File: config.mk
export PLATFORM = sky130hd
export DESIGN_NAME = sseg_scanner
export DESIGN_NICKNAME = d
export VERILOG_FILES = /design/src/rtl/sseg_pkg.sv /design/src/rtl/sseg_slot_timer.sv /design/src/rtl/sseg_scanner.sv
export SDC_FILE = /design/constraint.sdc
export NUM_CORES = 1
export LEC_CHECK = 0
export ABC_AREA = 1
export CAP_MARGIN = 25
export CORE_UTILIZATION = 47
export CTS_CLUSTER_SIZE = 40
export DETAILED_ROUTE_END_ITERATION = 6
export DONT_BUFFER_PORTS = 1
export PLACE_DENSITY = 0.71
export SLEW_MARGIN = 20
export SYNTH_ARGS = -nofsm -noshare
export SYNTH_HDL_FRONTEND = slang
export SYNTH_HIERARCHICAL = 1
export SYNTH_SLANG_ARGS = --single-unit
File: constraint.sdc
create_clock -name clk -period 2.15 [get_ports clk]
set_input_delay 0.43 -clock clk [delete_from_list [all_inputs] [get_ports clk]]
set_output_delay 0.43 -clock clk [all_outputs]
set_load 0.02 [all_outputs]
File: src/rtl/sseg_pkg.sv
// Shared definitions for the scanned 7-segment display driver.
// Build option: SSEG_SCANNER_DIM_EN (see sseg_scanner.sv).
package sseg_pkg;

    localparam int         NDIG    = 4;
    localparam logic [6:0] SEG_OFF = 7'h7f;
    localparam logic [3:0] DIG_OFF = 4'hf;

    typedef enum logic {
        BLANK = 1'b0,
        SHOW  = 1'b1
    } scan_state_e;

    // Active-low one-hot enable for the digit currently being shown.
    function automatic logic [3:0] dig_enable_n(input logic [1:0] idx);
        logic [3:0] one_hot;
        one_hot = 4'b0001 << idx;
        return ~one_hot;
    endfunction

endpackage

File: src/rtl/sseg_slot_timer.sv
// Slot timer: counts clocks within a digit slot, steps the digit index on
// each wrap, runs the BLANK/SHOW phase machine and flags the frame start.
module sseg_slot_timer
    import sseg_pkg::*;
#(
    parameter logic [15:0] SCAN_DIV  = 16'd50000,
    parameter logic [15:0] BLANK_CYC = 16'd500
) (
    input  logic        clk,
    input  logic        rst_n,
    output logic [1:0]  idx,
    output scan_state_e state,
    output logic        frame_start
);

    logic [15:0] cnt_r;
    logic [1:0]  idx_r;
    scan_state_e state_r;
    scan_state_e state_s;
    logic        wrap_s;

    assign wrap_s      = (cnt_r == (SCAN_DIV - 16'd1));
    assign idx         = idx_r;
    assign state       = state_r;
    // A frame begins at the first clock of digit 0's slot.
    assign frame_start = (cnt_r == 16'd0) && (idx_r == 2'd0);

    // Slot clock counter and digit index, advancing together on wrap.
    always_ff @(posedge clk or negedge rst_n) begin
        if (!rst_n) begin
            cnt_r <= 16'd0;
            idx_r <= 2'd0;
        end else if (wrap_s) begin
            cnt_r <= 16'd0;
            idx_r <= idx_r + 2'd1;
        end else begin
            cnt_r <= cnt_r + 16'd1;
        end
    end

    // Phase state register.
    always_ff @(posedge clk or negedge rst_n) begin
        if (!rst_n) begin
            state_r <= BLANK;
        end else begin
            state_r <= state_s;
        end
    end

    // Phase transitions: blank for BLANK_CYC clocks, then show until the slot ends.
    always_comb begin
        state_s = state_r;
        case (state_r)
            BLANK: begin
                if (cnt_r == (BLANK_CYC - 16'd1)) begin
                    state_s = SHOW;
                end else begin
                    state_s = BLANK;
                end
            end
            SHOW: begin
                if (wrap_s) begin
                    state_s = BLANK;
                end else begin
                    state_s = SHOW;
                end
            end
            default: state_s = BLANK;
        endcase
    end

endmodule

File: src/rtl/sseg_scanner.sv
// Scanned 4-digit 7-segment driver. Digits are snapshotted once per frame
// and shown one at a time with a blank gap between digits.
// Build option: SSEG_SCANNER_DIM_EN adds a bright[3:0] input and a
// 16-step PWM gate on the segment bus during the show phase.
module sseg_scanner
    import sseg_pkg::*;
#(
    parameter logic [15:0] SCAN_DIV  = 16'd50000,
    parameter logic [15:0] BLANK_CYC = 16'd500
) (
    input  logic       clk,
    input  logic       rst_n,
    input  logic [6:0] hex_0,
    input  logic [6:0] hex_1,
    input  logic [6:0] hex_2,
    input  logic [6:0] hex_3,
`ifdef SSEG_SCANNER_DIM_EN
    input  logic [3:0] bright,
`endif
    output logic [6:0] seg_n,
    output logic [3:0] dig_n,
    output logic       frame_tick
);

    logic [1:0]  idx_s;
    scan_state_e state_s;
    logic        frame_start_s;
    logic [6:0]  shadow_r [NDIG];
    logic [6:0]  seg_s;
    logic [3:0]  dig_s;
    logic        drive_s;
    logic [6:0]  seg_n_r;
    logic [3:0]  dig_n_r;
    logic        frame_tick_r;

    sseg_slot_timer #(
        .SCAN_DIV  (SCAN_DIV),
        .BLANK_CYC (BLANK_CYC)
    ) u_timer (
        .clk         (clk),
        .rst_n       (rst_n),
        .idx         (idx_s),
        .state       (state_s),
        .frame_start (frame_start_s)
    );

    // Frame snapshot of all digits so a frame never mixes old and new values.
    always_ff @(posedge clk or negedge rst_n) begin
        if (!rst_n) begin
            for (int i = 0; i < NDIG; i++) begin
                shadow_r[i] <= SEG_OFF;
            end
        end else if (frame_start_s) begin
            shadow_r[0] <= hex_0;
            shadow_r[1] <= hex_1;
            shadow_r[2] <= hex_2;
            shadow_r[3] <= hex_3;
        end
    end

`ifdef SSEG_SCANNER_DIM_EN
    logic [3:0] pwm_r;
    logic [3:0] bright_r;

    // Free-running PWM phase and per-frame brightness sample.
    always_ff @(posedge clk or negedge rst_n) begin
        if (!rst_n) begin
            pwm_r    <= 4'd0;
            bright_r <= 4'hf;
        end else begin
            pwm_r <= pwm_r + 4'd1;
            if (frame_start_s) begin
                bright_r <= bright;
            end
        end
    end

    assign drive_s = (bright_r == 4'hf) || (pwm_r < bright_r);
`else
    assign drive_s = 1'b1;
`endif

    // Output selection: blank bus in BLANK, current digit's shadow in SHOW.
    always_comb begin
        seg_s = SEG_OFF;
        dig_s = DIG_OFF;
        if (state_s == SHOW) begin
            dig_s = dig_enable_n(idx_s);
            if (drive_s) begin
                seg_s = shadow_r[idx_s];
            end else begin
                seg_s = SEG_OFF;
            end
        end else begin
            seg_s = SEG_OFF;
            dig_s = DIG_OFF;
        end
    end

    // Registered pins; reset blanks the display without waiting for a clock.
    always_ff @(posedge clk or negedge rst_n) begin
        if (!rst_n) begin
            seg_n_r      <= SEG_OFF;
            dig_n_r      <= DIG_OFF;
            frame_tick_r <= 1'b0;
        end else begin
            seg_n_r      <= seg_s;
            dig_n_r      <= dig_s;
            frame_tick_r <= frame_start_s;
        end
    end

    assign seg_n      = seg_n_r;
    assign dig_n      = dig_n_r;
    assign frame_tick = frame_tick_r;

endmodule
==> run metrics, run 1 <==
Synth Register Bits 59; Pwr Total 2.26 mW; Setup Viol. Count Final 0; grt ovf 0; IO Port Bufs 0; core area 0.00599 mm^2; Rows 28; WHS Path Cells 1; critical path class register to register; VDD IR max 0.442 mV; Clock Tree Root clkbuf_8; syn avg cell area 9.57 um^2; multi-input logic area 0.00121 mm^2; fin crit share 87.0%; data required time of the worst path 2410 ps; Vias per Instance 5.04; diodes inserted 0; CP max stage delay 420 ps; DRC violations left 0; share of cells above drive strength 1 30.3%; total of max-cap violations 0; fill cell count 516; min-delay worst type input pin to register; worst-path cell chain nor2_1, nand2_1, nor3_1, nor3b_2, buf_12, mux2_2; Leak 1.48 nW; vias in the first global route 2028; H-tree depth 3; Die Height 81.1 um; clock buffer depth 2; Worst-Skew Late Latency 340 ps; unrepaired setup endpoints after global routing false; worst-margin pin slew 430 ps; Reg2Reg Depth 6; Routed WL per cell 14.4 um; Worst R2R Setup Slack 280 ps; Sequential Area 0.00153 mm^2; commonest cells after routing, fill and taps aside 101 x nand2_1, 39 x dfstp_2, 29 x nor2_1; Routed Antenna Nets 0; Worst Skew 12.2 ps; final hold violation count 0; synth warn 6; Synth Flop Type dfstp_2; Mapped Area 0.00294 mm^2; first-iteration detailed-routing DRC count 84; area post-placement 0.00298 mm^2; # nets final 349; sequential area share after synthesis 51.9%; Slowest cell on crit path dfrtp_1; Layout area overhead 9.66%; Mapped Cells 307; final core occ 53.8%; global-route wire length before repair 9.58 mm; asr flop ratio synth 100%; Arr. time, crit path 2130 ps; Worst-path clk slew 80 ps; Die X 81.1 um; EDFF count, synth 0; CTS resizes 0; initial antenna violation count 0; max-slew violations 0; Hold EP shadow_r[16]$_DFFE_PN1P_; status finished, final reports clean; I/O pin count 42; critical path startpoint category register; CP Max Fanout 28; Reg2Reg Launch Point u_timer/cnt_r[13]$_DFF_PN0_; Reg-to-Reg End shadow_r[27]$_DFFE_PN1P_; most common cell after layout, fill and taps aside nand2_1; Post CTS Setup Buffer Count 0; crit end category register; CTS Buf Count 9; Placer Congestion 0.930; final wirelength 5.68 mm; syn nets 341; Vias 1989; CTS tree yes; GRT Overall Usage 19.8%; Synth cell types 31; initial core utilization 49.1%; min cycle time layout 1870 ps; largest net degree at the start of global routing 60; Final Instance Area 0.00322 mm^2; HP Start hex_1[2]; dpl hpwl 3.85 mm; die footprint 0.00657 mm^2; CTS sink count 59; Achievable Freq 0.535 GHz; setup_tns 0 ps; TritonRoute pass-1 iters 5; worst relative slew slack 71.3%; cell area power density 701 mW/mm^2
[cells by family (layout without fill, tap and decap cells)]
group | Yosys count | after routing | share of synthesized area, %
xor gates and xnor gates | 3 | 3 | 0.894
muxes | 28 | 28 | 13.3
buffers and inverters | 39 | 52 | 7.11
and+or+nand+nor | 168 | 168 | 24.1
DFF | 59 | 59 | 51.9
AOI/OAI and AO/OA | 6 | 6 | 1.02
adders and majority gates | 4 | 4 | 1.70
[registers in the layout, summed over array words and instances, names as in the netlist]
signal and count:
seg_n 7, frame_tick 1, dig_n 4, shadow_r 28, u_timer/idx 2, u_timer/cnt_r 16, u_timer/state 1
[through the flow]
stage	hold slack, ps	setup slack (ps)	instances
2_1_floorplan	134	403	307
3_3_place_gp	137	342	377
3_5_place_dp	138	318	377
4_1_cts	217	273	395
5_1_grt	213	113	395
6_report	232	279	395
[cells in the mapped netlist, drive strengths merged, types with 2 or more instances]
cell type    n  area, um^2
o21ai        5        25.0
nor2        32         128
mux2        28         390
nand4        7        43.8
inv         29         111
ha           4        50.1
dfstp       39        1020
buf          7        85.1
dfrtp       20         500
clkinv       2        8.75
nand3       18        95.1
xor2         2        17.5
nor3         6        35.0
nand2      102         385
[how the worst max path moves through the flow]
stage / end / from / depth (start not counted) / slack [ps]
6_report: shadow_r[27]$_DFFE_PN1P_ / u_timer/cnt_r[13]$_DFF_PN0_ / 6 / 280
3_3_place_gp: shadow_r[1]$_DFFE_PN1P_ / u_timer/cnt_r[13]$_DFF_PN0_ / 6 / 340
2_1_floorplan: shadow_r[10]$_DFFE_PN1P_ / u_timer/cnt_r[13]$_DFF_PN0_ / 7 / 400
3_5_place_dp: shadow_r[27]$_DFFE_PN1P_ / u_timer/cnt_r[13]$_DFF_PN0_ / 6 / 320
4_1_cts: shadow_r[27]$_DFFE_PN1P_ / u_timer/cnt_r[13]$_DFF_PN0_ / 6 / 270
5_1_grt: shadow_r[27]$_DFFE_PN1P_ / u_timer/cnt_r[13]$_DFF_PN0_ / 6 / 110
[where the power goes]
part	total [mW]	switching (mW)	internal (mW)
combinational	0.0807	0.0378	0.0429
clock	1.00	0.463	0.542
sequential	1.17	0.0150	1.16
[worst max-delay path, delay by kind of cell (launching register included)]
family | cells | cell delay [ps]
buf+inv | 1 | 270
flops | 1 | 420
mux | 1 | 370
simple gates | 4 | 730
[layer usage]
metal	vias up	GRT usage [%]	part of all wire, %
met5	-	0	0
met4	0	8.04	1.6
met3	8	7.08	6.8
met2	54	31.4	47
met1	944	24.5	45
li1	983	-	-
[final cells by class]
cell class	count	share of cell area [%]
Clock buffer	9	3.84
Inverter	31	3.73
Tap cell	75	2.91
Sequential cell	59	47.3
Clock inverter	7	2.41
Multi-Input combinational cell	209	37.5
Timing Repair Buffer	5	2.25
[what timing repair did]
item	4_1_cts	5_1_grt
hold buffers	2	0
hold endpoints to repair	59	0
setup endpoints to repair	0	0
Note: power is estimated with default switching activity, not from simulation.
==> run 2, diff against run 1 <==
CORE_MARGIN = 1.5   (was unset)
CORE_UTILIZATION = 60   (was 47)
PLACE_DENSITY = 0.85   (was 0.71)
==> run metrics, run 2 (synthesis results as in run 1) <==
Arr. time, crit path 2110 ps (-20 ps); unrepaired setup endpoints after global routing false; Vias 2035 (+2.3%); min-delay worst type input pin to register; setup_tns 0 ps (unchanged); Post CTS Setup Buffer Count 0 (unchanged); Die Height 73.0 um (-10%); Bufs and invs on worst path 1 (unchanged); vias in the first global route 2013 (-0.74%); Layout area overhead 7.96%; CTS sink count 59 (unchanged); Largest Register shadow_r; Clock Tree Root clkbuf_8; initial antenna violation count 0 (unchanged); clock network fraction of design power 40.0% (-4.5 points); fin crit share 85.8% (-1.3 points); CP max stage delay 420 ps (about the same); largest net degree at the start of global routing 60 (unchanged); Die X 73.0 um (-10%); CP Max Fanout 29 (+3.6%); final wirelength 5.52 mm (-2.8%); Routed Antenna Nets 0 (unchanged); core area 0.00472 mm^2 (-21%); DRC violations left 0 (unchanged); CTS tree yes; critical path class register to register; # nets final 349 (unchanged); Leak 1.47 nW (-0.69%); Setup Viol. Count Final 0 (unchanged); final worst setup slack 306 ps (+27.0 ps); dpl hpwl 3.78 mm (-2.0%); final hold violation count 0 (unchanged); most common cell after layout, fill and taps aside nand2_1; H-tree depth 3 (unchanged); total of max-cap violations 0 (unchanged); Sw Share 23.1% (+0.25 points); commonest cells after routing, fill and taps aside 101 x nand2_1, 39 x dfstp_2, 29 x nor2_1; Pwr Total 2.09 mW (-7.3%); clock buffer depth 2 (unchanged); net load switching power 0.483 mW (-6.3%); area post-placement 0.00297 mm^2 (-0.34%); Worst Skew 10.3 ps (-1.81 ps); grt ovf 0 (unchanged); IO Port Bufs 0 (unchanged); combinational share of power 3.9% (+0.3 points); global-route wire length before repair 9.36 mm (-2.2%); Rows 25 (-11%); Sequential Power Share 56.1% (+4.1 points); Routed WL per cell 14.3 um (-0.76%); CP delay by family, top simple AND/OR/NAND/NOR gates; Final Instance Area 0.00317 mm^2 (-1.6%); P_int 1.61 mW (-7.6%); Worst-path clk slew 70 ps (about the same); data required time of the worst path 2410 ps (about the same); worst relative slew slack 74.1% (+2.8 points); share of cells above drive strength 1 30.0% (-0.31 points); CTS Buf Count 9 (unchanged); Slowest cell on crit path dfrtp_1; post-place setup slack 327 ps (+8.74 ps); crit end category register; die footprint 0.00533 mm^2 (-19%); first-iteration detailed-routing DRC count 99 (+18%); max-slew violations 0 (unchanged); min cycle time layout 1840 ps (-27.0 ps); diodes inserted 0 (unchanged); I/O pin count 42 (unchanged); Placer Congestion 0.956 (+2.8%); initial core utilization 62.2% (+13 points); critical path startpoint category register; worst-path cell chain nor2_1, nand2_1, nor3_1, nor3b_2, buf_12, mux2_2; status finished, final reports clean; TritonRoute pass-1 iters 5 (unchanged); VDD IR max 0.422 mV (-4.5%); max reg flops 28 (unchanged); cell area power density 660 mW/mm^2 (-5.8%); Vias per Instance 5.26 (+4.4%); GRT Overall Usage 24.1% (+4.3 points); Worst-Skew Late Latency 350 ps (about the same); Achievable Freq 0.542 GHz (+1.5%); worst-margin pin slew 388 ps (-42.0 ps); fill cell count 356 (-31%)
==> run 2: cell count changes in the layout (fill, tap and decap cells not counted) <==
cell	previous run	this run
clkinv_2	2	6
inv_6	1	0
clkinv_4	3	1
clkinvlp_4	1	0
bufinv_16	1	0
clkbuf_1	0	1
==> run 2: through the flow <==
stage | utilization [%] | hold slack, ps | std cells
2_1_floorplan | - | 134 | 307
3_3_place_gp | 63.0 | 137 | 369
3_5_place_dp | 63.0 | 136 | 369
4_1_cts | 67.2 | 210 | 387
5_1_grt | 67.2 | 201 | 387
6_report | 67.2 | 228 | 387
==> run 2: what timing repair did <==
item,4_1_cts,5_1_grt
hold buffers,2,0
hold endpoints to repair,59,0
resized for setup,0,0
==> run 2: worst paths after layout <==
kind / startpoint / endpoint / slack, ps / cells after the start
max in group asynchronous: rst_n / shadow_r[1]$_DFFE_PN1P_ / 1210 / 2
min in group asynchronous: rst_n / u_timer/cnt_r[7]$_DFF_PN0_ / 650 / 2
max reg2reg: u_timer/cnt_r[13]$_DFF_PN0_ / shadow_r[2]$_DFFE_PN1P_ / 310 / 6
max: u_timer/cnt_r[13]$_DFF_PN0_ / shadow_r[2]$_DFFE_PN1P_ / 310 / 6
min reg2reg: u_timer/cnt_r[0]$_DFF_PN0_ / u_timer/cnt_r[0]$_DFF_PN0_ / 530 / 1
min: hex_2[3] / shadow_r[10]$_DFFE_PN1P_ / 230 / 1
==> run 2: layout make-up <==
cell class	instances	area, um^2	share of cell area, %
Sequential cell	59	1530	48.1
Multi-Input combinational cell	209	1210	38.1
Clock buffer	10	128	4.02
Inverter	31	120	3.79
Tap cell	67	83.8	2.64
Timing Repair Buffer	5	72.6	2.29
Clock inverter	6	33.8	1.06
==> run 2: worst register-to-register path: stages, from the launching register on <==
cell and delay, ps:
dfrtp_1 420, nor2_1 150, nand2_1 90, nor3_1 190, nor3b_2 280, buf_12 250, mux2_2 380
==> run 2: metal layers <==
metal  vias to the layer above  global-route usage [%]  wire, um
met4                         0                    12.6        87
li1                        987                       -         -
met3                         9                    8.98       268
met5                         -                       0         0
met1                       975                    27.9      2360
met2                        64                    39.0      2810
==> run 2: power by group through the flow <==
stage,Clock (mW),Sequential [mW],Combinational [mW]
final,0.837,1.18,0.0815
after global routing,0.923,1.18,0.0906
after CTS,0.868,1.18,0.0833
after detailed placement,0,1.19,0.0543
after global placement,0,1.19,0.0512
after floorplan,0,1.19,0.0480
==> run 3, diff against run 2 <==
CORE_UTILIZATION = 51   (was 60)
PLACE_DENSITY = 0.75   (was 0.85)
REMOVE_ABC_BUFFERS = 1   (was unset)
==> run metrics, run 3 (synthesis results as in run 1) <==
I/O pin count 42 (unchanged); CTS sink count 59 (unchanged); worst relative slew slack 66.8% (-7.3 points); data required time of the worst path 2410 ps (about the same); diodes inserted 0 (unchanged); Slowest cell on crit path dfrtp_1; share of cells above drive strength 1 30.3% (+0.31 points); Placer Congestion 0.896 (-6.3%); H-tree depth 3 (unchanged); max-slew violations 0 (unchanged); critical path class register to register; global-route wire length before repair 9.21 mm (-1.6%); Routed Antenna Nets 0 (unchanged); final wirelength 5.46 mm (-1.0%); unrepaired setup endpoints after global routing false; final worst setup slack 299 ps (-7.09 ps); Arr. time, crit path 2110 ps (about the same); Setup Viol. Count Final 0 (unchanged); worst-margin pin slew 497 ps (+109 ps); setup_tns 0 ps (unchanged); cell area power density 733 mW/mm^2 (+11%); TritonRoute pass-1 iters 4 (-1); core area 0.00554 mm^2 (+17%); GRT Overall Usage 19.5% (-4.6 points); status finished, final reports clean; crit end category register; Leak 1.50 nW (+1.8%); Post CTS Setup Buffer Count 0 (unchanged); Achievable Freq 0.540 GHz (-0.38%); die footprint 0.00623 mm^2 (+17%); largest net degree at the start of global routing 60 (unchanged); Routed WL per cell 13.9 um (-2.3%); IO Port Bufs 0 (unchanged); Vias 2044 (+0.44%); grt ovf 0 (unchanged); CTS Buf Count 9 (unchanged); first-iteration detailed-routing DRC count 165 (+67%); Clock Tree Root clkbuf_8; initial antenna violation count 0 (unchanged); Layout area overhead 10.3%; Pwr Total 2.38 mW (+13%); DRC violations left 0 (unchanged); most common cell after layout, fill and taps aside nand2_1; final hold violation count 0 (unchanged); Rows 27 (+8.0%); clock buffer depth 2 (unchanged); CP max stage delay 420 ps (about the same); Worst Skew 9.56 ps (-0.785 ps); Die X 78.9 um (+8.1%); hold slack 236 ps (+8.30 ps); total of max-cap violations 0 (unchanged); dpl hpwl 3.70 mm (-2.1%); CTS tree yes; Die Height 78.9 um (+8.1%); min-delay worst type input pin to register; VDD IR max 0.689 mV (+63%); Worst-path clk slew 70 ps (about the same); Worst-Skew Late Latency 330 ps (-20 ps); post-place setup slack 329 ps (+1.77 ps); # nets final 349 (unchanged); vias in the first global route 2029 (+0.79%); CP Max Fanout 29 (unchanged); Vias per Instance 5.21 (-0.84%); worst-path cell chain nor2_1, nand2_1, nor3_1, nor3b_2, buf_12, mux2_2; max reg flops 28 (unchanged); fin crit share 86.1% (+0.33 points); critical path startpoint category register; initial core utilization 53.0% (-9.2 points); min cycle time layout 1850 ps (+7.09 ps); commonest cells after routing, fill and taps aside 101 x nand2_1, 39 x dfstp_2, 29 x nor2_1; Largest Register shadow_r
==> run 3: changes by cell type in the layout (fill, tap and decap cells not counted) <==
| cell | delta |
|---|---|
| clkbuf_1 | -1 |
| clkbuf_8 | +1 |
| inv_6 | +1 |
| bufinv_16 | +2 |
| clkinv_2 | -3 |
==> run 3: metrics by stage <==
stage / cells / utilization, % / cell area (um^2)
2_1_floorplan: 299 / - / 2850
5_1_grt: 392 / 58.5 / 3240
3_5_place_dp: 374 / 53.8 / 2980
3_3_place_gp: 374 / 53.8 / 2980
6_report: 392 / 58.5 / 3240
4_1_cts: 392 / 58.5 / 3240
==> run 3: final timing paths <==
| kind | to | slack (ps) | start | cells past startpoint |
|---|---|---|---|---|
| setup / recovery | shadow_r[20]$_DFFE_PN1P_ | 300 | u_timer/cnt_r[13]$_DFF_PN0_ | 6 |
| hold / removal | shadow_r[8]$_DFFE_PN1P_ | 240 | hex_2[1] | 1 |
| setup reg to reg | shadow_r[20]$_DFFE_PN1P_ | 300 | u_timer/cnt_r[13]$_DFF_PN0_ | 6 |
| hold reg to reg | u_timer/cnt_r[0]$_DFF_PN0_ | 530 | u_timer/cnt_r[0]$_DFF_PN0_ | 1 |
| max in group asynchronous | shadow_r[26]$_DFFE_PN1P_ | 1220 | rst_n | 2 |
| min in group asynchronous | u_timer/cnt_r[0]$_DFF_PN0_ | 650 | rst_n | 2 |
==> run 3: repair_timing <==
action / 4_1_cts / 5_1_grt
resized for setup: 0 / 0
hold buffers: 2 / 0
endpoints found under the setup margin: 0 / 0
hold endpoints to repair: 59 / 0
==> run 3: metal layers <==
metal / up-vias / routed length, um / global-route usage (%)
met3: 11 / 274 / 4.37
met1: 998 / 2520 / 25.3
met4: 0 / 102 / 11.1
li1: 986 / - / -
met2: 49 / 2570 / 30.3
met5: - / 0 / 0
==> run 3: worst max-delay path, delay by kind of cell, from the launching register on <==
kind / cells / cell delay, ps
buffers and inverters: 1 / 260
and+or+nand+nor: 4 / 720
muxes: 1 / 370
DFF: 1 / 420
==> run 3: power by group <==
part           total (mW)  switching, mW  internal [mW]
Clock                1.12          0.436          0.685
Sequential           1.18         0.0153           1.16
Combinational      0.0798         0.0368         0.0429
Total                2.38          0.488           1.89
==> run 3: final cells by class <==
| cell class | instances | area (um^2) |
|---|---|---|
| sequential | 59 | 1530 |
| clock buffer | 10 | 138 |
| timing repair buffer | 5 | 72.6 |
| multi-input combinational | 209 | 1210 |
| fill | 467 | 2300 |
| tap | 72 | 90.1 |
| inverter | 31 | 120 |
| clock inverter | 6 | 87.6 |
